==> src/rtl/arty_rst_seq.sv <==
// Board reset sequencer: pulses the MMCM reset until lock is seen and holds,
// then releases the peripheral, system and core reset domains in stages.
module arty_rst_seq #(
    parameter int MMCM_RST_CYCLES = 16,
    parameter int LOCK_TIMEOUT    = 200,
    parameter int LOCK_STABLE     = 32,
    parameter int STAGE_GAP       = 8
) (
    input  logic       clk_in,
    input  logic       resetn,
    input  logic       mmcm_locked,
    input  logic       wdt_rst_req,
    input  logic       sw_rst_req,
    output logic       mmcm_resetn,
    output logic       periph_resetn,
    output logic       sys_resetn,
    output logic       core_resetn,
    output logic [1:0] rst_cause,
    output logic       seq_busy
);

    localparam int MAX_AB = (MMCM_RST_CYCLES > LOCK_TIMEOUT) ? MMCM_RST_CYCLES : LOCK_TIMEOUT;
    localparam int MAX_CD = (LOCK_STABLE > STAGE_GAP) ? LOCK_STABLE : STAGE_GAP;
    localparam int MAXP   = (MAX_AB > MAX_CD) ? MAX_AB : MAX_CD;
    localparam int CW     = $clog2(MAXP + 1);

    localparam logic [CW-1:0] C_MR   = CW'(MMCM_RST_CYCLES - 1);
    localparam logic [CW-1:0] C_TO   = CW'(LOCK_TIMEOUT - 1);
    localparam logic [CW-1:0] C_LS   = CW'(LOCK_STABLE - 1);
    localparam logic [CW-1:0] C_GAP  = CW'(STAGE_GAP - 1);
    localparam logic [CW-1:0] C_MAX  = '1;

    typedef enum logic [2:0] {
        S_MMCM_RST,
        S_WAIT_LOCK,
        S_LOCK_STABLE,
        S_REL_PERIPH,
        S_REL_SYS,
        S_REL_CORE,
        S_RUN
    } state_t;

    state_t          state_q, state_d;
    logic [CW-1:0]   cnt_q, cnt_d;
    logic [1:0]      sync_q;
    logic [1:0]      cause_q, cause_d;
    logic            mmcm_q, per_q, sys_q, core_q, busy_q;
    logic            lock_s;

    assign lock_s = sync_q[1];

    always_comb begin
        state_d = state_q;
        cause_d = cause_q;
        unique case (state_q)
            S_MMCM_RST:    if (cnt_q == C_MR) state_d = S_WAIT_LOCK;
            S_WAIT_LOCK: begin
                if (lock_s)             state_d = S_LOCK_STABLE;
                else if (cnt_q == C_TO) state_d = S_MMCM_RST;
            end
            S_LOCK_STABLE: begin
                if (!lock_s)            state_d = S_WAIT_LOCK;
                else if (cnt_q == C_LS) state_d = S_REL_PERIPH;
            end
            default: begin
                // Lock loss outranks watchdog, which outranks software.
                if (!lock_s) begin
                    state_d = S_MMCM_RST;
                    cause_d = 2'd1;
                end else if (wdt_rst_req) begin
                    state_d = S_LOCK_STABLE;
                    cause_d = 2'd2;
                end else if (sw_rst_req) begin
                    state_d = S_LOCK_STABLE;
                    cause_d = 2'd3;
                end else begin
                    case (state_q)
                        S_REL_PERIPH: if (cnt_q == C_GAP) state_d = S_REL_SYS;
                        S_REL_SYS:    if (cnt_q == C_GAP) state_d = S_REL_CORE;
                        S_REL_CORE:   state_d = S_RUN;
                        default:      state_d = state_q;
                    endcase
                end
            end
        endcase

        if (state_d != state_q) cnt_d = '0;
        else if (cnt_q == C_MAX) cnt_d = cnt_q;
        else                     cnt_d = cnt_q + 1'b1;
    end

    // Outputs are registered from the next state so they change on the transition edge.
    always_ff @(posedge clk_in or negedge resetn) begin
        if (!resetn) begin
            state_q <= S_MMCM_RST;
            cnt_q   <= '0;
            sync_q  <= '0;
            cause_q <= 2'd0;
            mmcm_q  <= 1'b0;
            per_q   <= 1'b0;
            sys_q   <= 1'b0;
            core_q  <= 1'b0;
            busy_q  <= 1'b1;
        end else begin
            state_q <= state_d;
            cnt_q   <= cnt_d;
            sync_q  <= {sync_q[0], mmcm_locked};
            cause_q <= cause_d;
            mmcm_q  <= (state_d != S_MMCM_RST);
            per_q   <= (state_d inside {S_REL_PERIPH, S_REL_SYS, S_REL_CORE, S_RUN});
            sys_q   <= (state_d inside {S_REL_SYS, S_REL_CORE, S_RUN});
            core_q  <= (state_d inside {S_REL_CORE, S_RUN});
            busy_q  <= (state_d != S_RUN);
        end
    end

    assign mmcm_resetn   = mmcm_q;
    assign periph_resetn = per_q;
    assign sys_resetn    = sys_q;
    assign core_resetn   = core_q;
    assign rst_cause     = cause_q;
    assign seq_busy      = busy_q;

endmodule

==> config.mk <==
export PLATFORM = sky130hd
export DESIGN_NAME = arty_rst_seq
export DESIGN_NICKNAME = d
export VERILOG_FILES = /design/src/rtl/arty_rst_seq.sv
export SDC_FILE = /design/constraint.sdc
export NUM_CORES = 1
export LEC_CHECK = 0
export CAP_MARGIN = 30
export CORE_MARGIN = 2
export CORE_UTILIZATION = 23
export CTS_CLUSTER_SIZE = 28
export DETAILED_ROUTE_END_ITERATION = 16
export GPL_TIMING_DRIVEN = 0
export SYNTH_ARGS = -nofsm -noshare
export SYNTH_HDL_FRONTEND = slang
export SYNTH_SLANG_ARGS = --single-unit
export TNS_END_PERCENT = 1
==> constraint.sdc <==
create_clock -name clk_in -period 1.8 [get_ports clk_in]
set_input_delay 0.36 -clock clk_in [delete_from_list [all_inputs] [get_ports clk_in]]
set_output_delay 0.36 -clock clk_in [all_outputs]
set_load 0.02 [all_outputs]
==> summary.md, run 1 <==
| Metric | Value |
|---|---|
| Main synth FF type | `dfrtp_1` |
| CTS Buf Count | `3` |
| Share of cells above drive strength 1 | `28.7%` |
| H-tree depth | `1` |
| Fillers | `511` |
| Row count | `25` |
| Synth Cell Area | `1140 µm²` |
| Hold WS | `0.360 ns` |
| DR WL/cell | `12.9 µm` |
| Least-Margin Pin Slew | `0.909 ns` |
| Mapped Nets | `117` |
| Synth cell types | `48` |
| Final hold violations | `0` |
| Final wirelength | `2530 µm` |
| Failing checks | `setup timing` |
| Number of enable flip-flop cells after synthesis | `0` |
| Slew Viols, Final | `0` |
| YS warnings | `0` |
| P per Cell Area | `1220 nW/µm²` |
| Antenna Diode Count | `0` |
| Area Overhead vs Synth | `30.6%` |
| Total power | `0.00182 W` |
| Final #Nets | `136` |
| Total track usage | `9.53%` |
| Clock transition at the registers of the reported paths | `0.08 ns` |
| Min Tclk post-route | `1.86 ns` |
| Register area share after synthesis | `44.0%` |
| Area of the multi-input gates | `636 µm²` |
| Initial Util | `24.0%` |
| # DRC | `0` |
| Die Ht | `74.4 µm` |
| Grt ovf | `0` |
| Cells after Synth | `111` |
| Input/output buffers | `11` |
| Vias post-DR | `942` |
| Register area | `507 µm²` |
| CTS max path bufs | `2` |
| Slew margin rel. | `39.2%` |
| Leakage power | `0.626 nW` |
| Vias in the first global route | `942` |
| Status | `finished, violations left` |
| VDD IR max | `0.618 mV` |
| First-pass GRT wire length | `4250 µm` |
| Syn_area_per_cell | `10.3 µm²` |
| CTS tree | `done` |
| Drt initial violations | `15` |
| Startpoint Class | `flop` |
| Required time worst endpoint | `1.95 ns` |
| Vias per cell | `4.81` |
| Total negative slack | `-0.238 ns` |
| Setup ws final | `-0.0567 ns` |
| Horiz. Die Dim | `74.4 µm` |
| RSZ-0062 raised after global routing | `yes` |
| Detail Placement HPWL | `1760 µm` |
| Drt first pass iters | `4` |
| Worst hold-check path type | `flop to flop` |
| Max-Cap Viols | `0` |
| Synth async-reset ratio | `100%` |
| Final setup violating endpoints | `6` |
| Routability congestion estimate | `0.837` |
| Critical path arrival | `2.01 ns` |
| CORE AREA | `4750 µm²` |
| Worst skew pair latency | `0.26 ns` |
| Clock skew | `0.00368 ns` |
| Hold Buf Count CTS | `0` |
| Final worst path period share | `103%` |
| CTS root buffer | `clkbuf_8` |
| Initial antenna violation count | `0` |
| Worst setup EP type | `flop` |
| Post-synthesis register bit count | `20` |
| Post-route ant nets | `0` |
| Maximum clock rate | `539 MHz` |
| Critical path class | `flop to flop` |
| Die area | `5540 µm²` |
| Largest net degree at the start of global routing | `21` |
| Clock Sinks | `20` |
| I/O pin total | `12` |
| Worst-path fanout max | `5` |
final timing paths:
path | cells after the start | to | start | slack, ns
min reg2reg | 0 | sync_q[1] | sync_q[0] | 0.36
min | 0 | sync_q[1] | sync_q[0] | 0.36
min in group asynchronous | 1 | state_q[0] | resetn | 0.61
max reg2reg | 6 | cnt_q[4] | state_q[1] | -0.06
max in group asynchronous | 1 | cnt_q[6] | resetn | 0.57
max | 6 | cnt_q[4] | state_q[1] | -0.06
cells in the final DEF (no fill, tap or decap), drive strengths merged, types with 5 or more instances in the layout:
cell type | synthesis | final
buf | 2 | 5
nor3 | 6 | 6
clkdlybuf4s50 | 0 | 9
and3 | 6 | 6
nor2 | 5 | 5
o21ai | 5 | 5
o211a | 5 | 5
inv | 6 | 6
a21oi | 9 | 9
clkbuf | 2 | 5
dfrtp | 19 | 19
nand2 | 7 | 7
layer usage:
metal  GRT usage, %  part of all wire (%)
met1           12.6                    47
met2           16.5                    50
met3          0.949                   3.5
met4           2.78                     0
met5              0                     0
stage by stage:
step | utilization, % | setup WS [ns] | cell area, µm² | instances
detailed placement | 28.1 | -0.512 | 1340 | 189
floorplan | - | 0.0887 | 1140 | 111
global placement | 28.1 | -0.434 | 1340 | 189
finish | 31.3 | -0.0567 | 1490 | 196
CTS | 30.6 | -0.0562 | 1450 | 194
global route | 31.3 | -0.114 | 1490 | 196
cell usage after synthesis (2+ instances only):
| master | n | area, µm² |
|---|---|---|
| dfrtp_1 | 19 | 475 |
| a21oi_1 | 8 | 40.0 |
| nand2_1 | 7 | 26.3 |
| inv_1 | 6 | 22.5 |
| nor2_1 | 5 | 18.8 |
| nor3_1 | 5 | 25.0 |
| o211a_1 | 5 | 50.1 |
| o21ai_0 | 5 | 25.0 |
| and3_2 | 3 | 22.5 |
| nand3_1 | 3 | 15.0 |
| nand4_1 | 3 | 18.8 |
| a22oi_1 | 2 | 15.0 |
| and3_4 | 2 | 22.5 |
| buf_6 | 2 | 22.5 |
| mux2_2 | 2 | 22.5 |
| nand2b_1 | 2 | 12.5 |
final cells by class:
type                       count  share of cell area (%)
timing repair buffer          14                    8.73
clock inverter                 1                    2.02
tap                           67                    5.63
buffer                         4                    2.69
multi-input combinational     81                    42.7
inverter                       6                    1.51
clock buffer                   3                    2.77
sequential                    20                    34.0
registers in the layout (all words and copies together), names as in the netlist:
register       cells
periph_resetn      1
seq_busy           1
cnt_q              8
state_q            3
sync_q             2
core_resetn        1
sys_resetn         1
rst_cause          2
mmcm_resetn        1
critical path: stages (launching register included):
cell	delay (ns)
dfrtp_1	0.38
buf_6	0.12
or4b_4	0.50
a41oi_4	0.22
nor3_4	0.09
and3_4	0.22
o211a_1	0.21
where the power goes:
part / total (W) / internal (W) / switching [W]
Clock: 0.000455 / 0.000297 / 0.000159
Sequential: 0.000635 / 0.000545 / 0.0000897
Combinational: 0.000726 / 0.000353 / 0.000373
Total: 0.00182 / 0.00119 / 0.000622
kinds of logic after synthesis:
logic type      share of synthesized area (%)
xor+xnor                                 1.54
simple gates                             24.6
mux                                      1.97
flops                                    44.0
fa+ha+maj                                1.10
buf+inv                                  5.48
compound gates                           21.4
timing repair:
action                     CTS  global route
setup endpoints to repair   13            13
pin swaps                    3             4
setup buffers                1             2
resized for setup           10             8
No activity file was read; power rests on OpenSTA's default activity.
==> run 2: changes to the inputs <==
--- a/config.mk
+++ b/config.mk
@@ -14,4 +14,3 @@
 export SYNTH_ARGS = -nofsm -noshare
 export SYNTH_HDL_FRONTEND = slang
 export SYNTH_SLANG_ARGS = --single-unit
-export TNS_END_PERCENT = 1
==> summary.md, run 2 (same netlist as run 1, synthesis figures left out) <==
| Metric | Value |
|---|---|
| Clock skew | `0.00372 ns (+0.0000464 ns)` |
| Largest register FFs | `8 (unchanged)` |
| CTS root buffer | `clkbuf_8` |
| Required time worst endpoint | `1.95 ns (about the same)` |
| Die Ht | `74.4 µm (unchanged)` |
| Critical path arrival | `2.00 ns (about the same)` |
| Drt initial violations | `33 (+18)` |
| Startpoint Class | `flop` |
| Vias post-DR | `986 (+4.7%)` |
| Dpl cell area | `1340 µm² (unchanged)` |
| Vias in the first global route | `947 (+0.53%)` |
| Final setup violating endpoints | `6 (unchanged)` |
| Antenna Diode Count | `0 (unchanged)` |
| Clock Sinks | `20 (unchanged)` |
| Leakage power | `0.651 nW (+3.9%)` |
| Largest net degree at the start of global routing | `21 (unchanged)` |
| Hold WS | `0.361 ns (+0.00119 ns)` |
| Horiz. Die Dim | `74.4 µm (unchanged)` |
| First-pass GRT wire length | `4310 µm (+1.5%)` |
| Row count | `25 (unchanged)` |
| Top flop regs | `cnt_q (8), state_q (3)` |
| Drt first pass iters | `4 (unchanged)` |
| Final wirelength | `2850 µm (+13%)` |
| Hold Buf Count CTS | `0 (unchanged)` |
| CP endpoint | `cnt_q[1]` |
| Post-route ant nets | `0 (unchanged)` |
| Final hold violations | `0 (unchanged)` |
| VDD IR max | `0.650 mV (+5.3%)` |
| P per Cell Area | `1200 nW/µm² (-1.9%)` |
| Setup ws final | `-0.0487 ns (+0.00806 ns)` |
| Worst hold-check path type | `flop to flop` |
| Clock transition at the registers of the reported paths | `0.08 ns (about the same)` |
| DR WL/cell | `14.2 µm (+9.8%)` |
| Total power | `0.00188 W (+3.5%)` |
| Worst-path fanout max | `7 (+2)` |
| Die area | `5540 µm² (unchanged)` |
| Worst skew pair latency | `0.26 ns (about the same)` |
| H-tree depth | `1 (unchanged)` |
| Maximum clock rate | `541 MHz (+0.44%)` |
| R2r setup slk | `-0.05 ns (about the same)` |
| Commonest non-fill, non-tap cells in the layout | `15 x dfrtp_1, 9 x clkdlybuf4s50_1, 7 x buf_4` |
| Critical R2R Launch | `sync_q[1]` |
| Total track usage | `9.73% (+0.20 points)` |
| Design area | `1570 µm² (+5.5%)` |
| CTS Buf Count | `3 (unchanged)` |
| Min Tclk post-route | `1.85 ns (-0.00806 ns)` |
| I/O pin total | `12 (unchanged)` |
| Failing checks | `setup timing` |
| Worst hold start | `sync_q[0]` |
| Area Overhead vs Synth | `37.7%` |
| Vias per cell | `4.91 (+2.1%)` |
| Final worst path period share | `103% (-0.45 points)` |
| Max-Cap Viols | `0 (unchanged)` |
| CTS max path bufs | `2 (unchanged)` |
| Detail Placement HPWL | `1760 µm (unchanged)` |
| # DRC | `0 (unchanged)` |
| Initial Util | `24.0% (unchanged)` |
| Crit Reg-Reg Endpoint | `cnt_q[1]` |
| Grt ovf | `0 (unchanged)` |
| Critical path class | `flop to flop` |
| Routability congestion estimate | `0.837 (unchanged)` |
| Total negative slack | `-0.207 ns (+0.0313 ns)` |
| Worst r2r path cells | `6 (unchanged)` |
| Initial antenna violation count | `0 (unchanged)` |
| Status | `finished, violations left` |
| Input/output buffers | `11 (unchanged)` |
| Final #Nets | `141 (+3.7%)` |
| Reg with most FFs | `cnt_q` |
| CORE AREA | `4750 µm² (unchanged)` |
| Slew margin rel. | `38.8% (-0.43 points)` |
| RSZ-0062 raised after global routing | `yes` |
| Commonest non-fill, non-tap cell in the layout | `dfrtp_1` |
| Worst setup path startpoint | `sync_q[1]` |
| CTS tree | `done` |
| Slew Viols, Final | `0 (unchanged)` |
| Least-Margin Pin Slew | `0.915 ns (+0.00642 ns)` |
| Share of cells above drive strength 1 | `35.8% (+7.1 points)` |
| Worst setup EP type | `flop` |
-- run 2: per-stage QoR --
| stage | utilization (%) | setup WS (ns) | cells |
|---|---|---|---|
| after detailed placement | 28.1 | -0.512 | 189 |
| after global routing | 33.1 | -0.135 | 201 |
| after floorplan | - | 0.0887 | 111 |
| after global placement | 28.1 | -0.434 | 189 |
| after CTS | 31.1 | -0.0254 | 197 |
| final | 33.1 | -0.0487 | 201 |
-- run 2: worst max-delay path, cell delays in order (launching register included) --
cell,delay [ns]
dfrtp_2,0.39
buf_6,0.13
nor3b_1,0.36
a311oi_2,0.17
a21o_2,0.27
and3_4,0.22
o211a_1,0.21
-- run 2: report_power, final --
part / total, W / internal (W) / switching [W]
clock network: 0.000454 / 0.000297 / 0.000157
logic: 0.000789 / 0.000375 / 0.000414
registers: 0.000636 / 0.000545 / 0.0000904
total: 0.00188 / 0.00122 / 0.000662
-- run 2: layout make-up --
type / instances / area, µm²
plain buffers: 3 / 28.8
clock buffers: 3 / 41.3
clock inverters: 1 / 30.0
fillers: 493 / 3180
inverters: 6 / 22.5
multi-input cells: 81 / 676
flip-flops and latches: 20 / 507
well taps: 67 / 83.8
repair buffers: 20 / 183
-- run 2: per-layer routing --
layer / vias to the layer above / share of wire, % / track usage (%)
li1: 468 / - / -
met1: 491 / 44 / 13.0
met2: 25 / 53 / 16.7
met3: 2 / 2.6 / 1.08
met4: 0 / 0.67 / 2.58
met5: - / 0 / 0
-- run 2: repair_timing --
item | 4_1_cts | 5_1_grt
gates resized for setup | 10 | 18
setup endpoints to repair | 13 | 13
pin swaps | 4 | 12
buffers inserted | 4 | 5
-- run 2: worst min path at each step --
stage                 to  slack (ns)  cells after the start
3_5_place_dp   sync_q[1]        0.34                      0
5_1_grt        sync_q[1]        0.37                      0
4_1_cts        sync_q[1]        0.36                      0
6_report       sync_q[1]        0.36                      0
3_3_place_gp   sync_q[1]        0.33                      0
2_1_floorplan   cnt_q[0]        0.06                      0
==> patch (config.mk and constraints of run 2) <==
Remove the register `mmcm_q`: a continuous assignment takes its place, so the output `mmcm_resetn` follows one clock earlier.
--- a/src/rtl/arty_rst_seq.sv
+++ b/src/rtl/arty_rst_seq.sv
@@ -98,3 +98,2 @@
             cause_q <= 2'd0;
-            mmcm_q  <= 1'b0;
             per_q   <= 1'b0;
@@ -108,3 +107,2 @@
             cause_q <= cause_d;
-            mmcm_q  <= (state_d != S_MMCM_RST);
             per_q   <= (state_d inside {S_REL_PERIPH, S_REL_SYS, S_REL_CORE, S_RUN});
@@ -115,2 +113,4 @@
     end
+
+    assign mmcm_q = (state_d != S_MMCM_RST);
 
Function: same outputs for any inputs over 10 cycles, from zero or initial values and one cycle with resetn low; that may be too few to reach the edited logic, so the function may still have changed.
==> patch against run 2 <==
The flow still finishes with violations (setup timing); hold slack worse by 0.0087 ns; sequential cell count shrank 1; design area up 2.4%; routed wire length shrank 1.5%; cell count fell by 2.5%; power is 11% higher; setup slack worse by 0.47 ns; fmax down 20%; utilization increased by 3.2 points; critical path depth stayed put; synthesized area down 5.0%; critical endpoint is now mmcm_resetn; largest cell class unchanged.
==> patch: results <==
metrics = {
    "status": {
        "status": "finished, violations left",
        "violations": "setup timing",
    },
    "critical_path": {
        "crit_path_start": "cnt_q[7]",
        "cp_slowest_cell": "dfrtp_1",
        "worst-path-max-fanout": 4,
        "crit_family": "simple AND/OR/NAND/NOR gates",
        "reg2reg_to": "cnt_q[7]",
        "slowest_delay_ns": 0.42,
        "r2r_cells": 7,
        "crit_type": "reg2out",
    },
    "cells_and_area": {
        "register_area_um2": 481.7,
        "n_all_inverters": 4,
        "finalNonFillerCells": 196,
        "drive_gt1_share_pct": 42.36,
        "comb.multi_input.count": 88,
        "nFillCells": 436,
        "seqAreaFraction_pct": 29.94,
        "buffer_area_share_pct": 16.17,
        "utilization_pct": 36.21,
        "syn_to_final_growth_pct": 48.50,
        "multi_input_area_share_pct": 45.88,
        "non_clock_buffer_count": 29,
    },
    "timing": {
        "finalSetupViolations": 13,
        "timing.final.ws_setup_ns": -0.5154,
        "clock_skew_ns": 0.004375,
        "tns_ns": -4.712,
    },
    "global_route": {
        "globalRouteMet2Util_pct": 18.38,
        "grt_max_degree": 20,
        "track_usage_pct": 10.79,
        "met3_usage_pct": 2.210,
        "grt_pass1_wl_um": 4478,
    },
    "synthesis": {
        "seq_area_frac_synth_pct": 44.00,
        "synth_compound_area_share_pct": 22.06,
        "synth_common_cells": "18 x dfrtp_1, 10 x nor2_1, 9 x nand2_1, 8 x a21oi_2, 7 x nand3_1",
        "synth_area_leaders": "dfrtp_1 42%, a21oi_2 6.5%, nor2_1 3.5%",
        "synth.distinct_cells": 38,
        "synth_mux_area_share_pct": 3.002,
        "synthAdderAreaFrac_pct": 1.155,
        "synthXorXnorAreaFrac_pct": 1.617,
    },
    "place": {
        "dpl-instance-area_um2": 1303,
        "dp_hpwl_um": 1771,
        "dp_slack_ns": -1.184,
    },
    "pwr": {
        "ir_drop_uv": 477.2,
    },
    "route": {
        "wl_met3_um": 71,
        "routed_wl_um": 2805,
        "met2_length_um": 1431,
    },
    "clock_tree": {
        "cts_resized": 19,
    },
}
## patch: cell types whose count changed in the layout (fill, tap and decap cells not counted), sizes merged, moves of 3 or more
| cell | delta |
|---|---|
| o211ai | +3 |
| buf | +8 |
| and3 | -3 |
| nor2 | +5 |
| o211a | -5 |
| a21oi | +3 |
| or3 | +3 |
| nand3 | +4 |
| o31ai | +3 |
## patch: how the worst min path moves through the flow
stage / slack (ns) / startpoint / end / cells past startpoint
after global placement: 0.34 / sync_q[0] / sync_q[1] / 0
final: 0.35 / sync_q[0] / sync_q[1] / 0
after global routing: 0.37 / sync_q[0] / sync_q[1] / 0
after floorplan: 0.06 / resetn / cnt_q[0] / 0
after CTS: 0.36 / sync_q[0] / sync_q[1] / 0
after detailed placement: 0.34 / sync_q[0] / sync_q[1] / 0
## patch: worst reg2reg max path, cell delays in order (launching register included)
cell and delay [ns]:
dfrtp_1 0.42, or2_4 0.27, or3_4 0.37, buf_4 0.17, mux2i_4 0.21, or4_4 0.49
buf_6 0.16, a21oi_2 0.14
